`src/rtl/mux_arb_pkg.sv`:
```
`default_nettype none
// ============================================================================
// Module      : mux_arb_pkg
// Description : Shared types and helpers for the mux16to8 bus arbiter.
// Revision    : 1.0 - initial release
// ============================================================================
package mux_arb_pkg;

    typedef enum logic [1:0] {
        ARB_IDLE   = 2'd0,
        ARB_SETTLE = 2'd1,
        ARB_GRANT  = 2'd2
    } arb_state_t;

    typedef logic arb_owner_t;

    localparam arb_owner_t OWN_IN1 = 1'b0;
    localparam arb_owner_t OWN_IN2 = 1'b1;

    // Width able to hold the larger of the settle window and the burst cap.
    function automatic int cnt_width(input int a, input int b);
        int m;
        m = (a > b) ? a : b;
        return $clog2(m + 1);
    endfunction

endpackage
`default_nettype wire

```
`src/rtl/mux16to8_arbiter_if.sv`:
```
`default_nettype none
// ============================================================================
// Module      : mux16to8_arbiter_if
// Description : Requester / consumer handshake and mux control bundle.
// Revision    : 1.0 - initial release
// ============================================================================
interface mux16to8_arbiter_if;

    logic req1_valid;
    logic req1_ready;
    logic req2_valid;
    logic req2_ready;
    logic out_ready;
    logic out_valid;
    logic sel;
    logic owner;
    logic busy;

    modport master (
        output req1_valid,
        output req2_valid,
        output out_ready,
        input  req1_ready,
        input  req2_ready,
        input  out_valid,
        input  sel,
        input  owner,
        input  busy
    );

    modport slave (
        input  req1_valid,
        input  req2_valid,
        input  out_ready,
        output req1_ready,
        output req2_ready,
        output out_valid,
        output sel,
        output owner,
        output busy
    );

endinterface
`default_nettype wire

```
`src/rtl/mux_settle_timer.sv`:
```
`default_nettype none
// ============================================================================
// Module      : mux_settle_timer
// Description : Load / count-down timer flagging the last cycle of the
//               RC settle window after a mux select change.
// Revision    : 1.0 - initial release
// ============================================================================
module mux_settle_timer #(
    parameter int SETTLE_CYC = 2,
    parameter int CNT_W      = 2
) (
    input  wire logic clk,
    input  wire logic rst_n,
    input  wire logic i_load,
    output logic      o_done
);

    logic [CNT_W-1:0] r_cnt;

    always_ff @(posedge clk or negedge rst_n) begin
        if (!rst_n) begin
            r_cnt <= '0;
        end else if (i_load) begin
            r_cnt <= CNT_W'(SETTLE_CYC);
        end else if (r_cnt != '0) begin
            r_cnt <= r_cnt - CNT_W'(1);
        end
    end

    // Done on the final settle cycle so the FSM enters GRANT right after it.
    assign o_done = (r_cnt == CNT_W'(1));

endmodule
`default_nettype wire

```
`src/rtl/mux16to8_arbiter.sv`:
```
`default_nettype none
// ============================================================================
// Module      : mux16to8_arbiter
// Description : Round-robin, burst-capped arbiter time-sharing one mux16to8
//               between two requesters, with a settle window after each select
//               change. Control only; data stays in the mux.
// Revision    : 1.0 - initial release
// ============================================================================
module mux16to8_arbiter
    import mux_arb_pkg::*;
#(
    parameter int SETTLE_CYC = 2,
    parameter int MAX_BURST  = 4
) (
    input  wire logic          clk,
    input  wire logic          rst_n,
    mux16to8_arbiter_if.slave  bus
);

    localparam int CNT_W = cnt_width(SETTLE_CYC, MAX_BURST);

    arb_state_t       r_state;
    arb_state_t       w_state_nxt;
    arb_owner_t       r_sel;
    arb_owner_t       w_sel_nxt;
    arb_owner_t       r_owner;
    arb_owner_t       w_owner_nxt;
    arb_owner_t       r_last;
    arb_owner_t       w_last_nxt;
    arb_owner_t       w_winner;
    logic [CNT_W-1:0] r_burst;
    logic [CNT_W-1:0] w_burst_nxt;
    logic [CNT_W-1:0] w_burst_inc;
    logic             w_own_valid;
    logic             w_peer_valid;
    logic             w_any_req;
    logic             w_out_valid;
    logic             w_beat;
    logic             w_cap;
    logic             w_tmr_load;
    logic             w_tmr_done;

    assign w_own_valid  = (r_owner == OWN_IN2) ? bus.req2_valid : bus.req1_valid;
    assign w_peer_valid = (r_owner == OWN_IN2) ? bus.req1_valid : bus.req2_valid;
    assign w_any_req    = bus.req1_valid | bus.req2_valid;

    // On a tie the requester that did not move the last beat wins.
    assign w_winner = (bus.req1_valid & bus.req2_valid) ? ~r_last :
                      (bus.req2_valid ? OWN_IN2 : OWN_IN1);

    assign w_out_valid = (r_state == ARB_GRANT) & w_own_valid;
    assign w_beat      = w_out_valid & bus.out_ready;
    assign w_burst_inc = r_burst + CNT_W'(1);
    assign w_cap       = (w_burst_inc == CNT_W'(MAX_BURST));

    mux_settle_timer #(
        .SETTLE_CYC (SETTLE_CYC),
        .CNT_W      (CNT_W)
    ) u_settle (
        .clk    (clk),
        .rst_n  (rst_n),
        .i_load (w_tmr_load),
        .o_done (w_tmr_done)
    );

    always_ff @(posedge clk or negedge rst_n) begin
        if (!rst_n) begin
            r_state <= ARB_IDLE;
            r_sel   <= OWN_IN1;
            r_owner <= OWN_IN1;
            r_last  <= OWN_IN2;
            r_burst <= '0;
        end else begin
            r_state <= w_state_nxt;
            r_sel   <= w_sel_nxt;
            r_owner <= w_owner_nxt;
            r_last  <= w_last_nxt;
            r_burst <= w_burst_nxt;
        end
    end

    always_comb begin
        w_state_nxt = r_state;
        w_sel_nxt   = r_sel;
        w_owner_nxt = r_owner;
        w_last_nxt  = r_last;
        w_burst_nxt = r_burst;
        w_tmr_load  = 1'b0;

        case (r_state)
            ARB_IDLE: begin
                if (w_any_req) begin
                    w_owner_nxt = w_winner;
                    w_burst_nxt = '0;
                    if (w_winner == r_sel) begin
                        w_state_nxt = ARB_GRANT;
                    end else begin
                        w_sel_nxt   = w_winner;
                        w_tmr_load  = 1'b1;
                        w_state_nxt = ARB_SETTLE;
                    end
                end
            end

            ARB_SETTLE: begin
                if (w_tmr_done) begin
                    w_state_nxt = ARB_GRANT;
                end
            end

            ARB_GRANT: begin
                if (!w_own_valid) begin
                    // sel is left alone so the same owner returns without settling.
                    w_state_nxt = ARB_IDLE;
                end else if (w_beat) begin
                    w_last_nxt = r_owner;
                    if (w_cap) begin
                        w_burst_nxt = '0;
                        if (w_peer_valid) begin
                            w_sel_nxt   = ~r_sel;
                            w_owner_nxt = ~r_owner;
                            w_tmr_load  = 1'b1;
                            w_state_nxt = ARB_SETTLE;
                        end
                    end else begin
                        w_burst_nxt = w_burst_inc;
                    end
                end
            end

            default: begin
                w_state_nxt = ARB_IDLE;
            end
        endcase
    end

    assign bus.out_valid  = w_out_valid;
    assign bus.req1_ready = w_beat & (r_owner == OWN_IN1);
    assign bus.req2_ready = w_beat & (r_owner == OWN_IN2);
    assign bus.sel        = r_sel;
    assign bus.owner      = r_owner;
    assign bus.busy       = (r_state != ARB_IDLE);

endmodule
`default_nettype wire
```
`src/flat_wrapper.sv`:
```
// flat-port wrapper written by rule: the top's interface ports become plain ports
module mux16to8_arbiter_flat import mux_arb_pkg::*;
#(
    parameter int SETTLE_CYC = 2,
    parameter int MAX_BURST  = 4
)
  (clk, rst_n, bus_req1_valid, bus_req2_valid, bus_out_ready, bus_req1_ready, bus_req2_ready, bus_out_valid, bus_sel, bus_owner, bus_busy);
  mux16to8_arbiter_if bus_i ();
  input  wire logic clk;
  input  wire logic rst_n;
  input wire logic [$bits(bus_i.req1_valid)-1:0] bus_req1_valid;
  input wire logic [$bits(bus_i.req2_valid)-1:0] bus_req2_valid;
  input wire logic [$bits(bus_i.out_ready)-1:0] bus_out_ready;
  output wire logic [$bits(bus_i.req1_ready)-1:0] bus_req1_ready;
  output wire logic [$bits(bus_i.req2_ready)-1:0] bus_req2_ready;
  output wire logic [$bits(bus_i.out_valid)-1:0] bus_out_valid;
  output wire logic [$bits(bus_i.sel)-1:0] bus_sel;
  output wire logic [$bits(bus_i.owner)-1:0] bus_owner;
  output wire logic [$bits(bus_i.busy)-1:0] bus_busy;
  assign bus_i.req1_valid = bus_req1_valid;
  assign bus_i.req2_valid = bus_req2_valid;
  assign bus_i.out_ready = bus_out_ready;
  assign bus_req1_ready = bus_i.req1_ready;
  assign bus_req2_ready = bus_i.req2_ready;
  assign bus_out_valid = bus_i.out_valid;
  assign bus_sel = bus_i.sel;
  assign bus_owner = bus_i.owner;
  assign bus_busy = bus_i.busy;
  mux16to8_arbiter #(.SETTLE_CYC(SETTLE_CYC), .MAX_BURST(MAX_BURST)) u_core (.clk(clk), .rst_n(rst_n), .bus(bus_i));
endmodule
```
`config.mk`:
```
export PLATFORM = sky130hd
export DESIGN_NAME = mux16to8_arbiter_flat
export DESIGN_NICKNAME = d
export VERILOG_FILES = /design/src/rtl/mux_arb_pkg.sv /design/src/rtl/mux16to8_arbiter_if.sv /design/src/rtl/mux_settle_timer.sv /design/src/rtl/mux16to8_arbiter.sv /design/src/flat_wrapper.sv
export SDC_FILE = /design/constraint.sdc
export NUM_CORES = 1
export LEC_CHECK = 0
export CAP_MARGIN = 40
export CORE_MARGIN = 2
export CORE_UTILIZATION = 40
export DETAILED_ROUTE_END_ITERATION = 10
export GPL_ROUTABILITY_DRIVEN = 0
export HOLD_SLACK_MARGIN = 0.02
export SYNTH_ARGS = -nofsm -noshare
export SYNTH_HDL_FRONTEND = slang
export SYNTH_SLANG_ARGS = --single-unit
```
`constraint.sdc`:
```
create_clock -name clk -period 4.7 [get_ports clk]
set_input_delay 0.94 -clock clk [delete_from_list [all_inputs] [get_ports clk]]
set_output_delay 0.94 -clock clk [all_outputs]
set_load 0.05 [all_outputs]
```
==> implementation parameters, run 1 <==
Parameter                              Value

Global routing
  GRT overflow ... 0
  Overall routing resource usage ... 17.18%
  Largest net degree at the start of global routing ... 12
  Number of antenna violations at the first check in global routing ... 0
  First-pass GRT wire length ... 2573 um
  Via count of the first global-routing pass ... ~590

Die
  Core area ... 0.001745 mm2
  Die Area ... 0.002239 mm2
  Initial core utilization ... 43.01%
  Top-level I/O count ... 11
  Die X-Extent ... 47.32 um
  Height of the die ... 47.32 um
  Number of placement rows ... 15

STA
  Ratio of final minimum period to clock period ... between 80% and 90%
  Final TNS setup ... 0 ps
  Number of setup violations in the final report ... 0
  Actual slew at the worst max-slew pin ... 623.6 ps
  Peak Freq ... 256.9 MHz
  Relative slew slack ... approximately 58%
  Final max-slew violation count ... 0
  Final setup skew ... 8.742 ps
  Crit path time final ... 3892 ps
  Setup repair after global routing missed its margin ... no
  Endpoints failing hold ... 0

Drt
  Number of search-and-repair iterations in the first detailed-routing pass ... 4
  Violation count after the first detailed-routing iteration ... 7
  WL final ... 1475 um
  Post-route ant nets ... 0
  Final routed wire length divided by cell count ... between 10 and 15 um
  Average via count per standard cell ... 5.118
  Number of remaining DRC errors ... 0
  Total vias in the final route ... just over 600

Setup path
  Slowest stage cell on the critical path ... sky130_fd_sc_hd__clkdlybuf4s50_1
  Required time of the critical path ... 3760 ps
  Combined buffer and inverter count along the critical path ... 2
  Largest driver fanout on the critical path ... 7
  Critical path cell sequence ... clkdlybuf4s50_1 -> mux2_2 -> nand3_1 -> nor2_1 -> clkdlybuf4s50_1
  Top cell by count, worst path ... sky130_fd_sc_hd__clkdlybuf4s50_1
  Worst setup EP type ... output pin
  Kind of cell adding the most delay to the critical path ... buffers and inverters
  Peak per-stage delay on the critical path ... 830 ps
  Critical setup path kind ... primary input to output pin
  CP Data Arrival Time ... 2950 ps
  Worst Setup Start Kind ... primary input

Cells and area
  Antenna cell count ... 0
  Final-stage net count ... 105
  Util after Layout ... between 50% and 60%
  Relative area change from synthesis to final layout ... 19.00%
  Layout cell share with drive strength beyond 1 ... 10.64%

Power
  Peak supply drop ... between 0.0002 and 0.0003 V
  Standby leakage power ... 0.0003927 uW
  Power Dens Cells ... 611.6 mW/mm2

Synthesis
  Post-synthesis sequential area ratio ... 36.83%
  Synth async-reset ratio ... 100.0%
  Post-synthesis compound-gate area fraction ... 19.00%
  #FFs+latches synth ... 11
  Most used flip-flop cell after synthesis ... sky130_fd_sc_hd__dfrtp_1
  Count of unique library cells instantiated by Yosys ... 34
  Post-synth EDFFs ... 0
  Instance count of the mapped netlist ... 83
  Net Count, Synth ... between 90 and 100
  Cell taking the most area after synthesis ... sky130_fd_sc_hd__dfrtp_1
  Warning count from the yosys run ... 0
  Summed instance area of the synthesized netlist ... 750.7 um2
  Xor-xnor portion of the synthesized cell area ... under 10%
  Top-area cell type share of the netlist area ... 33.33%
  Simple-gate area share of the yosys netlist ... between 20% and 30%
  Fraction of synthesized area in multiplexers ... 5.500%
  Post-Synth Adder-Cell Area ... 8.333%
  Top cells by area, synth ... sky130_fd_sc_hd__dfrtp_1, sky130_fd_sc_hd__ha_1, sky130_fd_sc_hd__mux2i_1
  Dominant combinational cell family by area after synthesis ... simple AND/OR/NAND/NOR gates
  Average cell area after synthesis ... 9.045 um2

Hold path
  Hold Path Class ... flip-flop to flip-flop

Flow run
  Max Cap Viol ... 0

CTS
  Level count of the clock H-tree ... 1
  Number of clock sinks ... 11
  Buffers inserted by post-CTS timing repair ... 0
  CTS tree ... built
  Hold buffers post-CTS ... 0
  Root buffer cell ... sky130_fd_sc_hd__clkbuf_4
  Maximum count of clock buffers along a single path ... 2
  Post-cts gate resize count ... 0
  Clock latency on the worst-skew pair ... 270 ps
  Post-CTS clock slew at the launch and capture registers of the worst setup and hold paths ... 70 ps
  Num CTS Buffers ... 3

Placement
  Estimated wirelength of the detail-placed design ... 1115 um
  IO Port Bufs ... 10

Run status
  Run status ... finished clean
## flip-flops by register name, indices dropped and copies added, names as in the netlist
signal	cells
u_core.bus.owner	1
u_core.bus.sel	1
u_core.r_burst	3
u_core.r_last	1
u_core.r_state	2
u_core.u_settle.r_cnt	3
## path summary, 6_finish.rpt
| kind | startpoint | end | slack [ps] | cells after the start |
|---|---|---|---|---|
| worst min-delay path | u_core.r_last$_DFFE_PN1P_ | u_core.r_last$_DFFE_PN1P_ | 510 | 1 |
| worst max-delay path | bus_req2_valid | bus_req2_ready | 810 | 5 |
| max in group asynchronous | rst_n | u_core.u_settle.r_cnt[1]$_DFFE_PN0P_ | 3330 | 1 |
| worst max register to register | u_core.r_burst[0]$_DFFE_PN0P_ | u_core.bus.owner$_DFFE_PN0P_ | 2800 | 5 |
| min in group asynchronous | rst_n | u_core.r_state[1]$_DFFE_PN0P_ | 1010 | 1 |
| worst min register to register | u_core.r_last$_DFFE_PN1P_ | u_core.r_last$_DFFE_PN1P_ | 510 | 1 |
## cell usage after synthesis (3+ instances only)
| cell type | instances |
|---|---|
| sky130_fd_sc_hd__a31oi_1 | 3 |
| sky130_fd_sc_hd__nand2b_1 | 4 |
| sky130_fd_sc_hd__nand2_1 | 4 |
| sky130_fd_sc_hd__inv_1 | 7 |
| sky130_fd_sc_hd__ha_1 | 5 |
| sky130_fd_sc_hd__nor3_1 | 5 |
| sky130_fd_sc_hd__a21oi_1 | 4 |
| sky130_fd_sc_hd__mux2i_1 | 3 |
| sky130_fd_sc_hd__nor2_1 | 6 |
| sky130_fd_sc_hd__dfrtp_1 | 10 |
| sky130_fd_sc_hd__xnor2_1 | 3 |
## layout make-up
type | count | area (um2)
multi-input cells | 62 | 432.9
repair buffers | 10 | 100.1
inverters | 7 | 26.28
flip-flops and latches | 11 | 276.5
clock buffers | 4 | 26.28
fillers | 189 | 852.1
well taps | 25 | 31.28
## cells by family (layout without fill, tap and decap cells)
group	after synthesis	in the layout
AND/OR/NAND/NOR	29	29
adder cells (fa/ha/maj)	5	5
multiplexers	4	4
XOR/XNOR	3	3
buffers and inverters	10	21
AO/OA/AOI/OAI	21	21
flip-flops	11	11
## power breakdown
group	switching (uW)	total, uW	internal, uW
registers	46.5	181	135
clock network	32.1	65.0	32.9
logic	171	300	129
total	250	546	296
## metal layers
metal	wire [um]	share of wire (%)	track usage (%)	vias to the layer above
met2	670	45	27.03	11
met5	0	0	0	-
li1	-	-	-	316
met4	10	0.68	5.000	0
met3	69	4.7	6.923	2
met1	724	49	21.65	280
## through the flow
stage	hold WS (ps)	instance area [um2]	std cells	worst slack, ps	total power (uW)
floorplan	483.9	750.7	83	1799	414.0
global placement	514.3	867.1	115	884.9	486.4
detailed placement	503.9	867.1	115	827.2	486.7
CTS	515.8	893.4	119	806.1	554.9
global route	529.9	893.4	119	653.8	600.0
finish	514.3	893.4	119	807.8	546.4
## placed cells by master, fill, tap and decap left out, types with 2 or more instances in the layout
| master | netlist | layout |
|---|---|---|
| sky130_fd_sc_hd__a21oi_1 | 4 | 4 |
| sky130_fd_sc_hd__a22oi_1 | 2 | 2 |
| sky130_fd_sc_hd__a31oi_1 | 3 | 3 |
| sky130_fd_sc_hd__clkbuf_4 | 0 | 3 |
| sky130_fd_sc_hd__clkdlybuf4s50_1 | 0 | 10 |
| sky130_fd_sc_hd__dfrtp_1 | 10 | 10 |
| sky130_fd_sc_hd__ha_1 | 5 | 5 |
| sky130_fd_sc_hd__inv_1 | 7 | 7 |
| sky130_fd_sc_hd__mux2i_1 | 3 | 3 |
| sky130_fd_sc_hd__nand2_1 | 4 | 4 |
| sky130_fd_sc_hd__nand2b_1 | 4 | 4 |
| sky130_fd_sc_hd__nor2_1 | 6 | 6 |
| sky130_fd_sc_hd__nor3_1 | 5 | 5 |
| sky130_fd_sc_hd__nor4b_1 | 2 | 2 |
| sky130_fd_sc_hd__o21ai_0 | 2 | 2 |
| sky130_fd_sc_hd__o22ai_1 | 2 | 2 |
| sky130_fd_sc_hd__or2_2 | 2 | 2 |
| sky130_fd_sc_hd__xnor2_1 | 3 | 3 |
No activity file was read; power rests on OpenSTA's default activity.
==> run 2: changes to the inputs <==
==> constraint.sdc (replaced) <==
create_clock -name clk -period 3.3 [get_ports clk]
set_input_delay 0.66 -clock clk [delete_from_list [all_inputs] [get_ports clk]]
set_output_delay 0.66 -clock clk [all_outputs]
set_load 0.05 [all_outputs]
==> implementation parameters, run 2 (synthesis results as in run 1) <==
Parameter                              Value

Run status
  Run status ... finished clean (unchanged)

STA
  Hold Worst Slack ... 514.5 ps (was 514.3 ps)
  Actual slew at the worst max-slew pin ... 623.6 ps (about the same)
  Ratio of final minimum period to clock period ... between 80% and 90%
  Endpoints failing hold ... 0 (unchanged)
  Peak Freq ... 358.8 MHz
  Relative slew slack ... 58.06% (about the same)
  Final max-slew violation count ... 0 (unchanged)
  Setup repair after global routing missed its margin ... no (unchanged)
  Crit path time final ... 2787 ps
  Final TNS setup ... 0 ps (unchanged)
  Final setup skew ... 1.877 ps (was 8.742 ps)
  Number of setup violations in the final report ... 0 (unchanged)

CTS
  Maximum count of clock buffers along a single path ... 2 (unchanged)
  Num CTS Buffers ... 3 (unchanged)
  Post-CTS clock slew at the launch and capture registers of the worst setup and hold paths ... 70 ps (about the same)
  CTS tree ... built (unchanged)
  Root buffer cell ... sky130_fd_sc_hd__clkbuf_4 (unchanged)
  Hold buffers post-CTS ... 0 (unchanged)
  Clock latency on the worst-skew pair ... 260 ps (was 270 ps)
  Buffers inserted by post-CTS timing repair ... 0 (unchanged)
  Number of clock sinks ... 11 (unchanged)
  Level count of the clock H-tree ... 1 (unchanged)
  Post-cts gate resize count ... 0 (unchanged)

Cells and area
  Filler Cells Inserted ... 177 (was 189)
  Relative area change from synthesis to final layout ... 21.33% (was 19.00%)
  Sequential Area ... 276.5 um2 (unchanged)
  Commonest non-fill, non-tap cells in the layout ... sky130_fd_sc_hd__dfrtp_1, sky130_fd_sc_hd__inv_1, sky130_fd_sc_hd__clkdlybuf4s50_1 (was sky130_fd_sc_hd__clkdlybuf4s50_1, sky130_fd_sc_hd__dfrtp_1, sky130_fd_sc_hd__inv_1)
  Footprint of the multi-input gates ... 432.9 um2 (unchanged)
  Biggest regs ... u_core.r_burst x3, u_core.u_settle.r_cnt x3, u_core.r_state x2 (unchanged)
  Most frequent standard cell in the layout excluding fill and tap cells ... sky130_fd_sc_hd__dfrtp_1
  Antenna cell count ... 0 (unchanged)
  Final-stage net count ... 105 (unchanged)
  Layout cell share with drive strength beyond 1 ... 13.83% (was 10.64%)

Drt
  Average via count per standard cell ... 5.277 (was 5.118)
  Post-route ant nets ... 0 (unchanged)
  WL final ... 1545 um (was 1475 um)
  Total vias in the final route ... 628 (was 609)
  Number of remaining DRC errors ... 0 (unchanged)
  Violation count after the first detailed-routing iteration ... 10 (was 7)
  Final routed wire length divided by cell count ... 12.98 um (was 12.39 um)
  Number of search-and-repair iterations in the first detailed-routing pass ... 5 (was 4)

Die
  Number of placement rows ... 15 (unchanged)
  Initial core utilization ... 43.01% (unchanged)
  Top-level I/O count ... 11 (unchanged)
  Die X-Extent ... 47.32 um (unchanged)
  Core area ... 0.001745 mm2 (unchanged)
  Die Area ... 0.002239 mm2 (unchanged)
  Height of the die ... 47.32 um (unchanged)

Power
  Standby leakage power ... 0.0004041 uW (was 0.0003927 uW)
  Peak supply drop ... 0.0003646 V (was 0.0002760 V)
  Power Dens Cells ... 857.1 mW/mm2 (was 611.6 mW/mm2)

Hold path
  Hold Path Class ... flip-flop to flip-flop (unchanged)
  Startpoint of the most critical hold path ... u_core.r_last$_DFFE_PN1P_ (unchanged)
  Cell count of the worst hold path ... 1 (unchanged)
  Destination of the worst hold path ... u_core.r_last$_DFFE_PN1P_ (unchanged)

Setup path
  Critical path cell sequence ... clkdlybuf4s50_1 -> mux2_2 -> nand3_1 -> nor2_1 -> buf_12 (was clkdlybuf4s50_1 -> mux2_2 -> nand3_1 -> nor2_1 -> clkdlybuf4s50_1)
  CP Data Arrival Time ... 2130 ps (was 2950 ps)
  Worst Setup Start Kind ... primary input (unchanged)
  Kind of cell adding the most delay to the critical path ... buffers and inverters (unchanged)
  Setup slack of the most critical reg-to-reg path ... 1390 ps (was 2800 ps)
  Largest driver fanout on the critical path ... 7 (unchanged)
  Endpoint of the worst register-to-register path ... u_core.bus.owner$_DFFE_PN0P_ (unchanged)
  Slowest stage cell on the critical path ... sky130_fd_sc_hd__clkdlybuf4s50_1 (unchanged)
  Startpoint of the worst register-to-register path ... u_core.r_burst[0]$_DFFE_PN0P_ (unchanged)
  Peak per-stage delay on the critical path ... 560 ps (was 830 ps)
  Worst setup EP type ... output pin (unchanged)
  Combined buffer and inverter count along the critical path ... 2 (unchanged)
  Critical setup path kind ... primary input to output pin (unchanged)
  Depth of the worst register-to-register path ... 5 (unchanged)
  Required time of the critical path ... 2640 ps (was 3760 ps)

Global routing
  Via count of the first global-routing pass ... 594 (was 587)
  GRT overflow ... 0 (unchanged)
  Largest net degree at the start of global routing ... 12 (unchanged)
  Overall routing resource usage ... 17.58% (was 17.18%)
  Number of antenna violations at the first check in global routing ... 0 (unchanged)
  First-pass GRT wire length ... 2635 um (was 2573 um)

Flow run
  Max Cap Viol ... 0 (unchanged)

Placement
  Estimated wirelength of the detail-placed design ... 1182 um (was 1115 um)
  IO Port Bufs ... 10 (unchanged)
==> run 2: cell type report <==
type | instances | area share [%]
Timing Repair Buffer | 10 | 12.91
Tap cell | 25 | 3.434
Inverter | 7 | 2.885
Multi-Input combinational cell | 62 | 47.53
Sequential cell | 11 | 30.36
Clock buffer | 4 | 2.885
==> run 2: where the power goes <==
part           switching [uW]  internal, uW  total, uW
logic                     245           187        431
registers                66.7           192        258
clock network            44.2          46.7       90.9
total                     356           425        781
==> run 2: how the worst max path moves through the flow <==
stage,startpoint,to,slack (ps),cells past startpoint
final,bus_req1_valid,bus_req2_ready,510,5
after global placement,bus_req1_valid,bus_req2_ready,600,5
after floorplan,u_core.bus.owner$_DFFE_PN0P_,bus_req2_ready,750,4
after detailed placement,bus_req1_valid,bus_req2_ready,530,5
after CTS,bus_req1_valid,bus_req2_ready,510,5
after global routing,bus_req1_valid,bus_req2_ready,370,5
==> run 2: metrics by stage <==
step                power [uW]  instances  cell area (um2)  util, %  setup slack [ps]
floorplan                589.6         83            750.7        -             747.6
global placement         694.2        115            884.6    50.68             599.9
detailed placement       697.3        115            884.6    50.68             532.7
CTS                      796.3        119            910.9    52.19             505.4
global route             855.3        119            910.9    52.19             373.4
finish                   780.7        119            910.9    52.19             512.7
==> run 2: layer usage <==
metal  global-route usage [%]  part of all wire [%]
met1                    23.35                    48
met5                        0                     0
met4                    8.333                   1.2
met3                    4.615                   3.8
met2                    26.49                    47
